`config.mk`:
```
export PLATFORM = sky130hd
export DESIGN_NAME = zero_predictor_reader
export DESIGN_NICKNAME = d
export VERILOG_FILES = /design/src/rtl/zero_predictor_reader.sv
export SDC_FILE = /design/constraint.sdc
export NUM_CORES = 1
export LEC_CHECK = 0
export BUFFER_PORTS_ARGS = -buffer_cell sky130_fd_sc_hd__buf_2
export CORE_MARGIN = 5
export CORE_UTILIZATION = 50
export DETAILED_ROUTE_END_ITERATION = 12
export GPL_TIMING_DRIVEN = 0
export HOLD_SLACK_MARGIN = 0.06
export PLACE_DENSITY = 0.69
export SYNTH_ARGS = -nofsm -noshare
export SYNTH_HDL_FRONTEND = slang
export SYNTH_SLANG_ARGS = --single-unit
```
`constraint.sdc`:
```
create_clock -name clk -period 9 [get_ports clk]
set_clock_uncertainty 0.2 [all_clocks]
set_input_delay 1.8 -clock clk [delete_from_list [all_inputs] [get_ports clk]]
set_output_delay 1.8 -clock clk [all_outputs]
set_load 0.02 [all_outputs]
```
`src/rtl/zero_predictor_reader.sv`:
```
// Serial reader for the sixth-order ADPCM zero predictor: fetches (B, DQ) tap pairs,
// forms the G.721 FMULT product of each pair and accumulates the products into SEZI/SEZ.
module zero_predictor_reader #(
  parameter int NTAPS  = 6,
  parameter int ADDR_W = 3
) (
  input  logic              clk,
  input  logic              reset,
  input  logic              start,
  output logic              rd_en,
  output logic [ADDR_W-1:0] rd_addr,
  input  logic [15:0]       rd_b,
  input  logic [10:0]       rd_dq,
  output logic              busy,
  output logic              done,
  output logic [15:0]       sezi,
  output logic [14:0]       sez
);

  typedef enum logic [1:0] {S_IDLE, S_READ, S_DRAIN, S_DONE} state_t;

  localparam logic [ADDR_W-1:0] LAST_ADDR = ADDR_W'(NTAPS - 1);

  state_t            r_state;
  state_t            w_next;
  logic [ADDR_W-1:0] r_addr;
  logic              r_dvalid;
  logic [15:0]       r_acc;
  logic [15:0]       r_sezi;

  logic        w_an_s;
  logic [15:0] w_b_neg;
  logic [12:0] w_an_mag;
  logic [3:0]  w_an_exp;
  logic [18:0] w_mag_sh;
  logic [5:0]  w_an_mant;
  logic        w_ws;
  logic [4:0]  w_wexp;
  logic [12:0] w_wmant_full;
  logic [7:0]  w_wmant;
  logic [16:0] w_big;
  logic [16:0] w_shr;
  logic [16:0] w_shl;
  logic [14:0] w_wmag;
  logic [15:0] w_wmag16;
  logic [15:0] w_wb;
  logic        w_unused;

  // NOTE: state registers use non-blocking assignments so every flop samples pre-edge values.
  always_ff @(posedge clk or negedge reset) begin
    if (!reset) r_state <= S_IDLE;
    else        r_state <= w_next;
  end

  // NOTE: every combinational output gets a default first, so no path can infer a latch.
  always_comb begin
    w_next = r_state;
    unique case (r_state)
      S_IDLE:  if (start) w_next = S_READ;
      S_READ:  if (r_addr == LAST_ADDR) w_next = S_DRAIN;
      S_DRAIN: w_next = S_DONE;
      S_DONE:  w_next = S_IDLE;
      default: w_next = S_IDLE;
    endcase
  end

  always_comb begin
    rd_en   = (r_state == S_READ);
    busy    = (r_state != S_IDLE);
    done    = (r_state == S_DONE);
    rd_addr = r_addr;
    sezi    = r_sezi;
    sez     = r_sezi[15:1];
  end

  // Read data lags rd_en by one cycle, so r_dvalid marks the cycles that carry a tap pair.
  always_ff @(posedge clk or negedge reset) begin
    if (!reset) begin
      r_addr   <= '0;
      r_dvalid <= 1'b0;
      r_acc    <= '0;
      r_sezi   <= '0;
    end else begin
      r_dvalid <= (r_state == S_READ);
      if (r_state == S_READ && r_addr != LAST_ADDR) r_addr <= r_addr + ADDR_W'(1);
      else                                          r_addr <= '0;
      if (r_state == S_IDLE && start) r_acc <= '0;
      else if (r_dvalid)              r_acc <= r_acc + w_wb;
      // The last product arrives in DRAIN; fold it in directly so sezi is valid with done.
      if (r_state == S_DRAIN) r_sezi <= r_acc + w_wb;
    end
  end

  // FMULT: convert B to a 4-bit-exponent float, multiply by DQ, convert back to linear.
  always_comb begin
    w_an_s   = rd_b[15];
    w_b_neg  = 16'd0 - rd_b;
    w_an_mag = w_an_s ? w_b_neg[14:2] : rd_b[14:2];
    w_an_exp = 4'd0;
    for (int k = 0; k < 13; k++) begin
      if (w_an_mag[k]) w_an_exp = 4'(k + 1);
    end
    w_mag_sh     = {w_an_mag, 6'b0} >> w_an_exp;
    w_an_mant    = (w_an_mag == 13'd0) ? 6'd32 : w_mag_sh[5:0];
    w_ws         = rd_dq[10] ^ w_an_s;
    w_wexp       = {1'b0, rd_dq[9:6]} + {1'b0, w_an_exp};
    w_wmant_full = {1'b0, 12'(rd_dq[5:0] * w_an_mant)} + 13'd48;
    w_wmant      = w_wmant_full[11:4];
    w_big        = {2'b0, w_wmant, 7'b0};
    w_shr        = w_big >> (5'd26 - w_wexp);
    w_shl        = w_big << (w_wexp - 5'd26);
    w_wmag       = (w_wexp <= 5'd26) ? w_shr[14:0] : w_shl[14:0];
    w_wmag16     = {1'b0, w_wmag};
    w_wb         = w_ws ? (16'd0 - w_wmag16) : w_wmag16;
  end

  assign w_unused = ^{rd_b[1:0], w_b_neg[15], w_b_neg[1:0], w_mag_sh[18:6],
                      w_wmant_full[12], w_wmant_full[3:0], w_shr[16:15], w_shl[16:15]};

endmodule

```
==> metrics.txt <==
outcome=finished, violations left; violated checks=negative setup slack; Hold WC Path Type=reg -> reg; Slew @ Worst Pin=847 ps; peak supply drop=0.410 mV; top fanout value on the critical path=10; Tcrit/Tclk final=128%; Via Count=7,080; pwr dens=436 nW/um^2; Initial DRT Pass Iterations=5; worst skew pair latency=280 ps; Worst Setup SP=rd_b[7]; Post-Route M1 WL=9180 um; WL met3=924 um; RSZ-0062 raised after global routing=yes; CP required=8990 ps; YS warnings=0; initial antenna violation count=0; slack of the worst reg-to-reg path=5780 ps; Post-DP Area=7480 um^2; ys flop type=dfrtp_1; diode count=0; I/O Pins=67; EDFF count, synth=0; Critical Path Source Type=primary input; cell area after layout=9060 um^2; Total GRT Usage=23.3%; CTS tree=yes; Syn-to-layout area delta=34.6%; first-pass GRT wire length=32,000 um; Vias/cell=6.01; Layout Nets=1,107; Starting Density=50.9%; core area=13,200 um^2; GPL Wtd Cong=0.945; DRC=0; final core utilization=68.4%; Setup CP Type=in -> reg; CTS buffer count=5; worst r2r src=r_acc[0]; WHS Endpoint=rd_addr[0]; top cell type by total area after synthesis=dfrtp_1; Netlist cell types=97; Static Leak=3.89 nW; Cell Area, Synth=6730 um^2; clock edge transition at the registers on the reported setup and hold paths=60 ps; crit-path max cell delay=570 ps; Period minus WS final=11,560 ps; Synth top cells by count=nor2_1 (86), nand2_1 (69), inv_1 (60); final setup vio count=32; post-DP HPWL=14,000 um; initial DRC count=564; clock tree root buffer cell=clkbuf_16; maximum clock insertion buffer count=2; ys async rst share=100%; largest cells by area after synthesis=dfrtp_1 (14%), ha_1 (10%), fa_1 (5.9%); r2r endpoint=sezi[14]; Fillers=1,091; Mean Syn Cell Area=7.70 um^2; top cell type's share of synthesized area=14.1%; Mapped Nets=979; row cnt=42; sequential-to-total area share from yosys stat=14.1%; slowest CP cell=or4_4; max-cap violations=0; largest net degree at the start of global routing=39; met2 WL=9870 um; Highest Signal Layer=met4; #FFs+latches synth=38; crit path DAT=11,550 ps; Critical Path Sink Type=flip-flop; f_max=86.5 MHz; Final Max Tran Viols=0; hold path cells=1; Overall Power=3.95 mW; setup slack after layout=-2560 ps; vias in the first global route=6,676; die area=15,900 um^2; most common cell in the netlist=nor2_1; PortBufs=63; GR Overflow Total=0; share of post-route cells with drive strength above 1=35.2%; H-Tree Depth=2; FF-to-FF path depth=13; Final Hold Fails=0; Die W=126 um; post-route ant nets=0; Die Height=126 um; hold path startpoint=rd_addr[0]; Slew HR=43.5%; clock sinks=38; wire length per cell=17.2 um; final WL=20,300 um; Syn Inst Count=875
-- flip-flops by register name, summed over array words and instances, names as in the netlist --
name and count:
r_acc 16, sezi 16, rd_addr 3, r_state 2
r_dvalid 1
-- cell families after synthesis --
family	count (synthesis)	synth area share, %
muxes	41	6.45
and+or+nand+nor	312	23.9
buffers and inverters	125	8.08
AOI/OAI and AO/OA	244	25.9
xor gates and xnor gates	41	5.56
DFF	38	14.1
adders and majority gates	74	16.0
-- per-layer routing --
layer,GRT usage (%),up-vias
met5,0,-
met4,4.16,0
met3,2.92,27
met2,39.2,206
met1,32.6,3423
li1,-,3424
-- metrics by stage --
step / worst slack [ps] / hold slack (ps) / TNS, ps / instances
finish: -2560 / 299 / -55440 / 1179
global route: -2950 / 320 / -66830 / 1179
CTS: -2450 / 298 / -51470 / 1161
detailed placement: -3680 / 289 / -83590 / 1114
global placement: -3670 / 283 / -82950 / 1114
floorplan: -2220 / 293 / -40520 / 875
-- where the power goes --
group | total [mW] | switching [mW] | leakage [nW] | internal, mW
Clock | 0.205 | 0.0682 | 0.0829 | 0.137
Sequential | 0.300 | 0.0508 | 0.482 | 0.249
Combinational | 3.44 | 1.85 | 3.32 | 1.59
-- worst max path at each step --
stage / cells after the start / to
6_report: 43 / r_acc[15]
5_1_grt: 42 / r_acc[15]
4_1_cts: 42 / r_acc[15]
3_5_place_dp: 42 / r_acc[15]
3_3_place_gp: 42 / r_acc[15]
2_1_floorplan: 40 / r_acc[15]
-- worst max-delay path, delay by kind of cell --
family                     cells  cell delay, ps
muxes                          2             510
buffers and inverters          7             740
AOI/OAI and AO/OA             17            3680
and+or+nand+nor                9            1920
xor gates and xnor gates       1             240
adders and majority gates      7            2660
-- cell type report --
cell class | instances | area, um^2 | area share [%]
buffer | 57 | 315 | 3.48
clock inverter | 1 | 30.0 | 0.331
clock buffer | 6 | 139 | 1.53
inverter | 63 | 241 | 2.67
sequential | 38 | 951 | 10.5
tap | 176 | 220 | 2.43
timing repair buffer | 126 | 881 | 9.72
multi-input combinational | 712 | 6280 | 69.3
-- placed cells by master (no fill, tap or decap), types with 6 or more instances in the layout --
cell | netlist | routed
nor2_1 | 86 | 79
buf_4 | 15 | 69
buf_2 | 9 | 63
nand2_1 | 69 | 62
inv_1 | 60 | 55
ha_1 | 54 | 43
a21oi_1 | 51 | 40
dfrtp_1 | 38 | 38
o21ai_0 | 40 | 29
clkbuf_1 | 32 | 27
nand3_1 | 27 | 27
mux2i_1 | 22 | 21
xnor2_1 | 29 | 21
nor3_1 | 23 | 18
fa_1 | 20 | 17
and2_1 | 21 | 16
buf_6 | 1 | 14
o211ai_1 | 13 | 13
a211oi_2 | 2 | 13
mux2_4 | 0 | 12
a21oi_2 | 1 | 11
ha_4 | 0 | 10
or2_2 | 10 | 9
nand2b_1 | 9 | 9
a31oi_1 | 15 | 9
o21a_1 | 8 | 8
a211oi_1 | 20 | 7
mux2_2 | 19 | 7
nand4_1 | 7 | 7
and3_1 | 8 | 7
xor2_1 | 11 | 7
xnor2_2 | 0 | 7
nor3_2 | 4 | 6
or3_1 | 8 | 6
and2_4 | 1 | 6
o22ai_1 | 10 | 6
o21ai_2 | 1 | 6
-- what timing repair did --
| action | 4_1_cts | 5_1_grt |
|---|---|---|
| cloned | 3 | 0 |
| setup buffers | 43 | 20 |
| setup endpoints to repair | 32 | 32 |
| pin swaps | 53 | 48 |
| resized for setup | 115 | 76 |
| hold buffers | 0 | 0 |
Power figures use the tool's default switching activity.
